### config.mk
export PLATFORM = sky130hd
export DESIGN_NAME = mem_arb_flat
export DESIGN_NICKNAME = d
export VERILOG_FILES = /design/src/rtl/mem_arb_if.sv /design/src/rtl/mem_arb.sv /design/src/flat_wrapper.sv
export SDC_FILE = /design/constraint.sdc
export NUM_CORES = 1
export LEC_CHECK = 0
export ABC_AREA = 1
export BUFFER_PORTS_ARGS = -buffer_cell sky130_fd_sc_hd__buf_4
export CAP_MARGIN = 20
export CORE_AREA = 8 8 205 207
export CTS_CLUSTER_SIZE = 40
export DETAILED_ROUTE_END_ITERATION = 10
export DIE_AREA = 0 0 213 215
export GPL_TIMING_DRIVEN = 0
export SETUP_SLACK_MARGIN = 0.15
export SLEW_MARGIN = 30
export SYNTH_ARGS = -nofsm -noshare
export SYNTH_HDL_FRONTEND = slang
export SYNTH_SLANG_ARGS = --single-unit
### constraint.sdc
create_clock -name clk -period 1.7 [get_ports clk]
set_input_delay 0.255 -clock clk [delete_from_list [all_inputs] [get_ports clk]]
set_output_delay 0.255 -clock clk [all_outputs]
set_load 0.01 [all_outputs]
### src/rtl/mem_arb_if.sv
// Bundle of the fetch, data and memory-side signals of the mem_arb arbiter.
// The slave modport is the arbiter's view; master is the requester/memory environment.
interface mem_arb_if #(
    parameter int ADDR_W = 64,
    parameter int DATA_W = 64
);
    logic                  i_req;
    logic [ADDR_W-1:0]     i_addr;
    logic                  i_ack;
    logic [DATA_W-1:0]     i_rdata;

    logic                  d_req;
    logic                  d_we;
    logic [ADDR_W-1:0]     d_addr;
    logic [DATA_W-1:0]     d_wdata;
    logic [DATA_W/8-1:0]   d_wstrb;
    logic                  d_ack;
    logic [DATA_W-1:0]     d_rdata;

    logic                  m_valid;
    logic                  m_we;
    logic [ADDR_W-1:0]     m_addr;
    logic [DATA_W-1:0]     m_wdata;
    logic [DATA_W/8-1:0]   m_wstrb;
    logic                  m_ready;
    logic [DATA_W-1:0]     m_rdata;

    logic                  err;

    modport slave (
        input  i_req, i_addr, d_req, d_we, d_addr, d_wdata, d_wstrb, m_ready, m_rdata,
        output i_ack, i_rdata, d_ack, d_rdata, m_valid, m_we, m_addr, m_wdata, m_wstrb, err
    );

    modport master (
        output i_req, i_addr, d_req, d_we, d_addr, d_wdata, d_wstrb, m_ready, m_rdata,
        input  i_ack, i_rdata, d_ack, d_rdata, m_valid, m_we, m_addr, m_wdata, m_wstrb, err
    );
endinterface

### src/rtl/mem_arb.sv
// Two-port (fetch/data) memory arbiter with one outstanding transaction and fetch anti-starvation.
// Optional wait-cycle timeout is compiled in with the macro MEM_ARB_TIMEOUT_EN.
module mem_arb #(
    parameter int ADDR_W     = 64,
    parameter int DATA_W     = 64,
    parameter int STARVE_LIM = 3,
    parameter int TIMEOUT    = 64
) (
    input  logic      clk,
    input  logic      rst,
    mem_arb_if.slave  bus
);
    localparam int STRB_W = DATA_W / 8;
    localparam int SW     = $clog2(STARVE_LIM + 2);
    localparam logic [SW-1:0] LIM = SW'(STARVE_LIM);

    typedef enum logic [1:0] {IDLE, GNT_I, GNT_D} state_t;

    state_t              state_q, state_d;
    logic                m_valid_q, m_valid_d;
    logic                m_we_q, m_we_d;
    logic [ADDR_W-1:0]   m_addr_q, m_addr_d;
    logic [DATA_W-1:0]   m_wdata_q, m_wdata_d;
    logic [STRB_W-1:0]   m_wstrb_q, m_wstrb_d;
    logic [SW-1:0]       starve_cnt_q, starve_cnt_d;

    logic i_ack_c, d_ack_c, err_c, zero_rdata, timeout;

`ifdef MEM_ARB_TIMEOUT_EN
    localparam int TW = $clog2(TIMEOUT + 1);
    localparam logic [TW-1:0] TMAX = TW'(TIMEOUT - 1);
    logic [TW-1:0] wait_cnt_q, wait_cnt_d;
`endif

    always_comb begin
        state_d      = state_q;
        m_valid_d    = m_valid_q;
        m_we_d       = m_we_q;
        m_addr_d     = m_addr_q;
        m_wdata_d    = m_wdata_q;
        m_wstrb_d    = m_wstrb_q;
        starve_cnt_d = starve_cnt_q;
        i_ack_c      = 1'b0;
        d_ack_c      = 1'b0;
        err_c        = 1'b0;
        zero_rdata   = 1'b0;
        timeout      = 1'b0;
`ifdef MEM_ARB_TIMEOUT_EN
        wait_cnt_d   = wait_cnt_q;
`endif
        case (state_q)
            IDLE: begin
                // Data wins unless the fetch has already been passed over STARVE_LIM times.
                if (bus.d_req && (!bus.i_req || starve_cnt_q < LIM)) begin
                    state_d   = GNT_D;
                    m_valid_d = 1'b1;
                    m_we_d    = bus.d_we;
                    m_addr_d  = bus.d_addr;
                    m_wdata_d = bus.d_wdata;
                    m_wstrb_d = bus.d_wstrb;
                    if (bus.i_req && starve_cnt_q < LIM)
                        starve_cnt_d = starve_cnt_q + 1'b1;
                end else if (bus.i_req) begin
                    state_d      = GNT_I;
                    m_valid_d    = 1'b1;
                    m_we_d       = 1'b0;
                    m_addr_d     = bus.i_addr;
                    m_wdata_d    = '0;
                    m_wstrb_d    = '0;
                    starve_cnt_d = '0;
                end
            end
            GNT_I, GNT_D: begin
`ifdef MEM_ARB_TIMEOUT_EN
                timeout = !bus.m_ready && (wait_cnt_q == TMAX);
`endif
                if (bus.m_ready || timeout) begin
                    state_d    = IDLE;
                    m_valid_d  = 1'b0;
                    i_ack_c    = (state_q == GNT_I);
                    d_ack_c    = (state_q == GNT_D);
                    err_c      = timeout;
                    zero_rdata = timeout;
`ifdef MEM_ARB_TIMEOUT_EN
                    wait_cnt_d = '0;
                end else begin
                    wait_cnt_d = wait_cnt_q + 1'b1;
`endif
                end
            end
            default: state_d = IDLE;
        endcase
        // Completion pulses are suppressed in a reset cycle: the transaction is abandoned.
        if (!rst) begin
            i_ack_c = 1'b0;
            d_ack_c = 1'b0;
            err_c   = 1'b0;
        end
    end

    always_ff @(posedge clk) begin
        if (!rst) begin
            state_q      <= IDLE;
            m_valid_q    <= 1'b0;
            m_we_q       <= 1'b0;
            m_addr_q     <= '0;
            m_wdata_q    <= '0;
            m_wstrb_q    <= '0;
            starve_cnt_q <= '0;
`ifdef MEM_ARB_TIMEOUT_EN
            wait_cnt_q   <= '0;
`endif
        end else begin
            state_q      <= state_d;
            m_valid_q    <= m_valid_d;
            m_we_q       <= m_we_d;
            m_addr_q     <= m_addr_d;
            m_wdata_q    <= m_wdata_d;
            m_wstrb_q    <= m_wstrb_d;
            starve_cnt_q <= starve_cnt_d;
`ifdef MEM_ARB_TIMEOUT_EN
            wait_cnt_q   <= wait_cnt_d;
`endif
        end
    end

    assign bus.m_valid = m_valid_q;
    assign bus.m_we    = m_we_q;
    assign bus.m_addr  = m_addr_q;
    assign bus.m_wdata = m_wdata_q;
    assign bus.m_wstrb = m_wstrb_q;
    assign bus.i_ack   = i_ack_c;
    assign bus.d_ack   = d_ack_c;
    assign bus.err     = err_c;
    assign bus.i_rdata = zero_rdata ? '0 : bus.m_rdata;
    assign bus.d_rdata = zero_rdata ? '0 : bus.m_rdata;
endmodule

### src/flat_wrapper.sv
// flat-port wrapper written by rule: the top's interface ports become plain ports
module mem_arb_flat 
#(
    parameter int ADDR_W     = 64,
    parameter int DATA_W     = 64,
    parameter int STARVE_LIM = 3,
    parameter int TIMEOUT    = 64
)
  (clk, rst, bus_i_req, bus_i_addr, bus_d_req, bus_d_we, bus_d_addr, bus_d_wdata, bus_d_wstrb, bus_m_ready, bus_m_rdata, bus_i_ack, bus_i_rdata, bus_d_ack, bus_d_rdata, bus_m_valid, bus_m_we, bus_m_addr, bus_m_wdata, bus_m_wstrb, bus_err);
  mem_arb_if #(.ADDR_W(ADDR_W), .DATA_W(DATA_W)) bus_i ();
  input  logic clk;
  input  logic rst;
  input wire logic [$bits(bus_i.i_req)-1:0] bus_i_req;
  input wire logic [$bits(bus_i.i_addr)-1:0] bus_i_addr;
  input wire logic [$bits(bus_i.d_req)-1:0] bus_d_req;
  input wire logic [$bits(bus_i.d_we)-1:0] bus_d_we;
  input wire logic [$bits(bus_i.d_addr)-1:0] bus_d_addr;
  input wire logic [$bits(bus_i.d_wdata)-1:0] bus_d_wdata;
  input wire logic [$bits(bus_i.d_wstrb)-1:0] bus_d_wstrb;
  input wire logic [$bits(bus_i.m_ready)-1:0] bus_m_ready;
  input wire logic [$bits(bus_i.m_rdata)-1:0] bus_m_rdata;
  output wire logic [$bits(bus_i.i_ack)-1:0] bus_i_ack;
  output wire logic [$bits(bus_i.i_rdata)-1:0] bus_i_rdata;
  output wire logic [$bits(bus_i.d_ack)-1:0] bus_d_ack;
  output wire logic [$bits(bus_i.d_rdata)-1:0] bus_d_rdata;
  output wire logic [$bits(bus_i.m_valid)-1:0] bus_m_valid;
  output wire logic [$bits(bus_i.m_we)-1:0] bus_m_we;
  output wire logic [$bits(bus_i.m_addr)-1:0] bus_m_addr;
  output wire logic [$bits(bus_i.m_wdata)-1:0] bus_m_wdata;
  output wire logic [$bits(bus_i.m_wstrb)-1:0] bus_m_wstrb;
  output wire logic [$bits(bus_i.err)-1:0] bus_err;
  assign bus_i.i_req = bus_i_req;
  assign bus_i.i_addr = bus_i_addr;
  assign bus_i.d_req = bus_d_req;
  assign bus_i.d_we = bus_d_we;
  assign bus_i.d_addr = bus_d_addr;
  assign bus_i.d_wdata = bus_d_wdata;
  assign bus_i.d_wstrb = bus_d_wstrb;
  assign bus_i.m_ready = bus_m_ready;
  assign bus_i.m_rdata = bus_m_rdata;
  assign bus_i_ack = bus_i.i_ack;
  assign bus_i_rdata = bus_i.i_rdata;
  assign bus_d_ack = bus_i.d_ack;
  assign bus_d_rdata = bus_i.d_rdata;
  assign bus_m_valid = bus_i.m_valid;
  assign bus_m_we = bus_i.m_we;
  assign bus_m_addr = bus_i.m_addr;
  assign bus_m_wdata = bus_i.m_wdata;
  assign bus_m_wstrb = bus_i.m_wstrb;
  assign bus_err = bus_i.err;
  mem_arb #(.ADDR_W(ADDR_W), .DATA_W(DATA_W), .STARVE_LIM(STARVE_LIM), .TIMEOUT(TIMEOUT)) u_core (.clk(clk), .rst(rst), .bus(bus_i));
endmodule
==> summary.md <==
| Metric | Value |
|---|---|
| Status | completed |
| Crit-path max FO | 2 |
| Fill count | 4,201 |
| Sequential Power Share | 0.362 |
| Pleak | 6.50 nW |
| Slew Viols, Final | 0 |
| Hold Buf Count CTS | 0 |
| Remaining antenna violation count | 0 |
| Initial antenna violation count | 5 |
| Worst r2r src | u_core.state_q[0] |
| Switch share | 0.328 |
| Flops & latches, synth | ~140 |
| Hold WC Path Type | input port to flop |
| Cell Chain, Critical Path | inv_2 > ha_4 > nand3_2 > nor2_1 > buf_4 |
| Vias in the first global route | about 8,500 |
| Startpoint Class | flop |
| Global-route wire length before repair | between 50 and 60 mm |
| Synth-to-layout area growth | 69.0% |
| Stages on worst setup path | 5 |
| FF+latch area | between 2000 and 3000 µm² |
| PD cells | ~900 nW/µm² |
| Starting DRT DRC Count | about 400 |
| Post-route clock period utilization | 0.945 |
| Layout net count | about 1,800 |
| CTS Buf Count | 17 |
| GRT Util Overall | 0.148 |
| Setup TNS | 0 ns |
| Cells after Synth | ~1,100 |
| Commonest non-fill, non-tap cell in the layout | buf_4 |
| Die X | approximately 210 µm |
| Die Y | approximately 220 µm |
| # clock sinks | 143 |
| Final Skew | between 0.005 and 0.006 ns |
| RSZ-0062 raised after global routing | true |
| Worst Hold Depth | 3 |
| Worst VDD drop | approximately 0.00067 V |
| Root Buffer | clkbuf_16 |
| # setup viols final | 0 |
| Avg Inst Size Synth | between 6 and 7 µm² |
| Detailed placer's ending HPWL | approximately 30 mm |
| Slew @ Worst Pin | approximately 0.55 ns |
| Slowest-stage cell, CP | dfxtp_2 |
| Slew HR | 0.636 |
| Die footprint | between 40,000 and 50,000 µm² |
| Clock power frac | 0.316 |
| IO Count | between 500 and 600 |
| Cells on worst reg2reg path | 7 |
| Critical path capture point type | output pin |
| Post-synthesis net count | 1,331 |
| Final WL | around 36 mm |
| Synth Cell Area | ~7300 µm² |
| Synth cell types | 18 |
| Power, Total | about 11 mW |
| Final Hold Fails | 0 |
| Critical path class | flop to output pin |
| Arr. time, crit path | 1.35 ns |
| CTS tree | yes |
| Clk buf depth | 2 |
| Hold_ws | ~0.073 ns |
| Min-delay src | bus_d_wdata[55] |
| WP data required | approximately 1.4 ns |
| Delay-heaviest family, CP | flip-flops |
| Maxcap violations | 0 |
| Mean routed wirelength per cell | 17.4 µm |
| Cell Rows | 73 |
| WP buf/inv | 2 |
| Drt pass-1 iters | 4 |
| Placed cell count | between 2,000 and 2,500 |
| Share of layout cells above drive strength 1 | 0.455 |
| Area of the multi-input gates | 2870 µm² |
| Drc violations | 0 |
| Starting Density | 0.186 |
| Worst setup path startpoint | u_core.state_q[1] |
| Sw Pwr | 3.64 mW |
| Via-to-Cell Ratio | 4.06 |
| Most frequent cells in the layout | 617 x buf_4, 209 x nand2_1, 140 x dfxtp_1 |
| Non-filler cells, final | 2,092 |
| Max stage delay on crit path | between 0.3 and 0.4 ns |
| Synth warnings | 0 |
| Internal Power | 7.47 mW |
| Sequential area share after synthesis | 0.394 |
| Maximum operating frequency | ~620 MHz |
| Combinational power share | 0.322 |
| Grt ovf | 0 |
| Via count | 8,495 |
| Post-layout min period | around 1.6 ns |
| Clock Latency Late Sink | around 0.44 ns |
| H-tree depth | 4 |
| Port bufs | roughly 470 |
| GPL Wtd Cong | between 0.8 and 0.9 |
| Core area | about 40,000 µm² |
| CTS clk-pin slew, worst paths | around 0.070 ns |
| Pin count of the biggest net entering global routing | 17 |
-- Yosys cell counts --
cell      number  area (µm²)
mux2i_1        1        10.0
inv_1         68         255
buf_2         34         170
a21boi_2       1        11.3
a21oi_1       75         375
nand2_1      212         796
buf_1          4        15.0
inv_2          2        7.51
xor2_1         2        17.5
clkbuf_1      26        97.6
dfxtp_1      143        2860
ha_1           4        50.1
nor2_1       138         518
conb_1         1        3.75
nand3_1      130         651
buf_4        139        1040
o21ai_1       12        60.1
o21ai_0       65         325
-- timing repair --
item | 4_1_cts | 5_1_grt
setup endpoints to repair | 139 | 139
pin swaps | 3 | 6
gates resized for setup | 36 | 53
setup buffers | 2 | 0
cloned | 0 | 1
-- stage by stage --
| step | area, µm² | worst slack, ns | util |
|---|---|---|---|
| CTS | 12100 | 0.0341 | 0.311 |
| detailed placement | 11500 | -0.586 | 0.294 |
| finish | 12300 | 0.0927 | 0.315 |
| global route | 12300 | 0.0215 | 0.315 |
| global placement | 11500 | -0.549 | 0.294 |
| floorplan | 7270 | 0.288 | - |
-- path summary, 6_finish.rpt --
| check | end | slack, ns |
|---|---|---|
| setup / recovery | bus_i_ack | 0.09 |
| setup reg to reg | u_core.bus.m_wdata[63] | 0.21 |
| hold reg to reg | u_core.bus.m_wdata[34] | 0.53 |
| hold / removal | u_core.bus.m_wdata[55] | 0.07 |
-- power groups by stage --
stage	Sequential, mW	Combinational, mW	Clock [mW]
detailed placement	4.08	3.45	0
finish	4.02	3.58	3.51
floorplan	4.24	1.45	0
global route	4.07	3.91	3.77
CTS	4.01	3.53	3.63
global placement	4.06	3.43	0
-- cell type report --
| type | instances | area share |
|---|---|---|
| Timing Repair Buffer | 476 | 0.292 |
| Multi-Input combinational cell | 641 | 0.234 |
| Sequential cell | 143 | 0.233 |
| Buffer | 202 | 0.122 |
| Tap cell | 525 | 0.0535 |
| Clock buffer | 19 | 0.0361 |
| Inverter | 70 | 0.0216 |
| Clock inverter | 13 | 0.00723 |
| Antenna cell | 3 | 0.000611 |
-- logic make-up after synthesis --
kind of cell | after synthesis | synth area share
DFF | 143 | 0.394
other | 1 | 0.000516
and+or+nand+nor | 480 | 0.270
adders and majority gates | 4 | 0.00688
AOI/OAI and AO/OA | 153 | 0.106
xor gates and xnor gates | 2 | 0.00241
muxes | 1 | 0.00138
buffers and inverters | 273 | 0.219
-- flip-flops by register name, indices dropped and copies added (netlist names) --
| register | flops |
|---|---|
| u_core.bus.m_addr | 64 |
| u_core.bus.m_we | 1 |
| u_core.bus.m_valid | 1 |
| u_core.starve_cnt_q | 3 |
| u_core.bus.m_wdata | 64 |
| u_core.state_q | 2 |
| u_core.bus.m_wstrb | 8 |
-- routing by layer --
layer	GRT usage	part of all wire	vias to the layer above
met3	0.0652	0.11	30
met4	0.0426	0.020	2
met5	0	0.00036	-
met2	0.274	0.51	368
li1	-	-	4210
met1	0.147	0.36	3885
-- worst reg2reg max path, delay by kind of cell, from the launching register on --
kind	cells	cell delay (ns)
adders and majority gates	1	0.16
DFF	1	0.32
AOI/OAI and AO/OA	2	0.20
buffers and inverters	4	0.69
(Power assumes the default switching activity.)
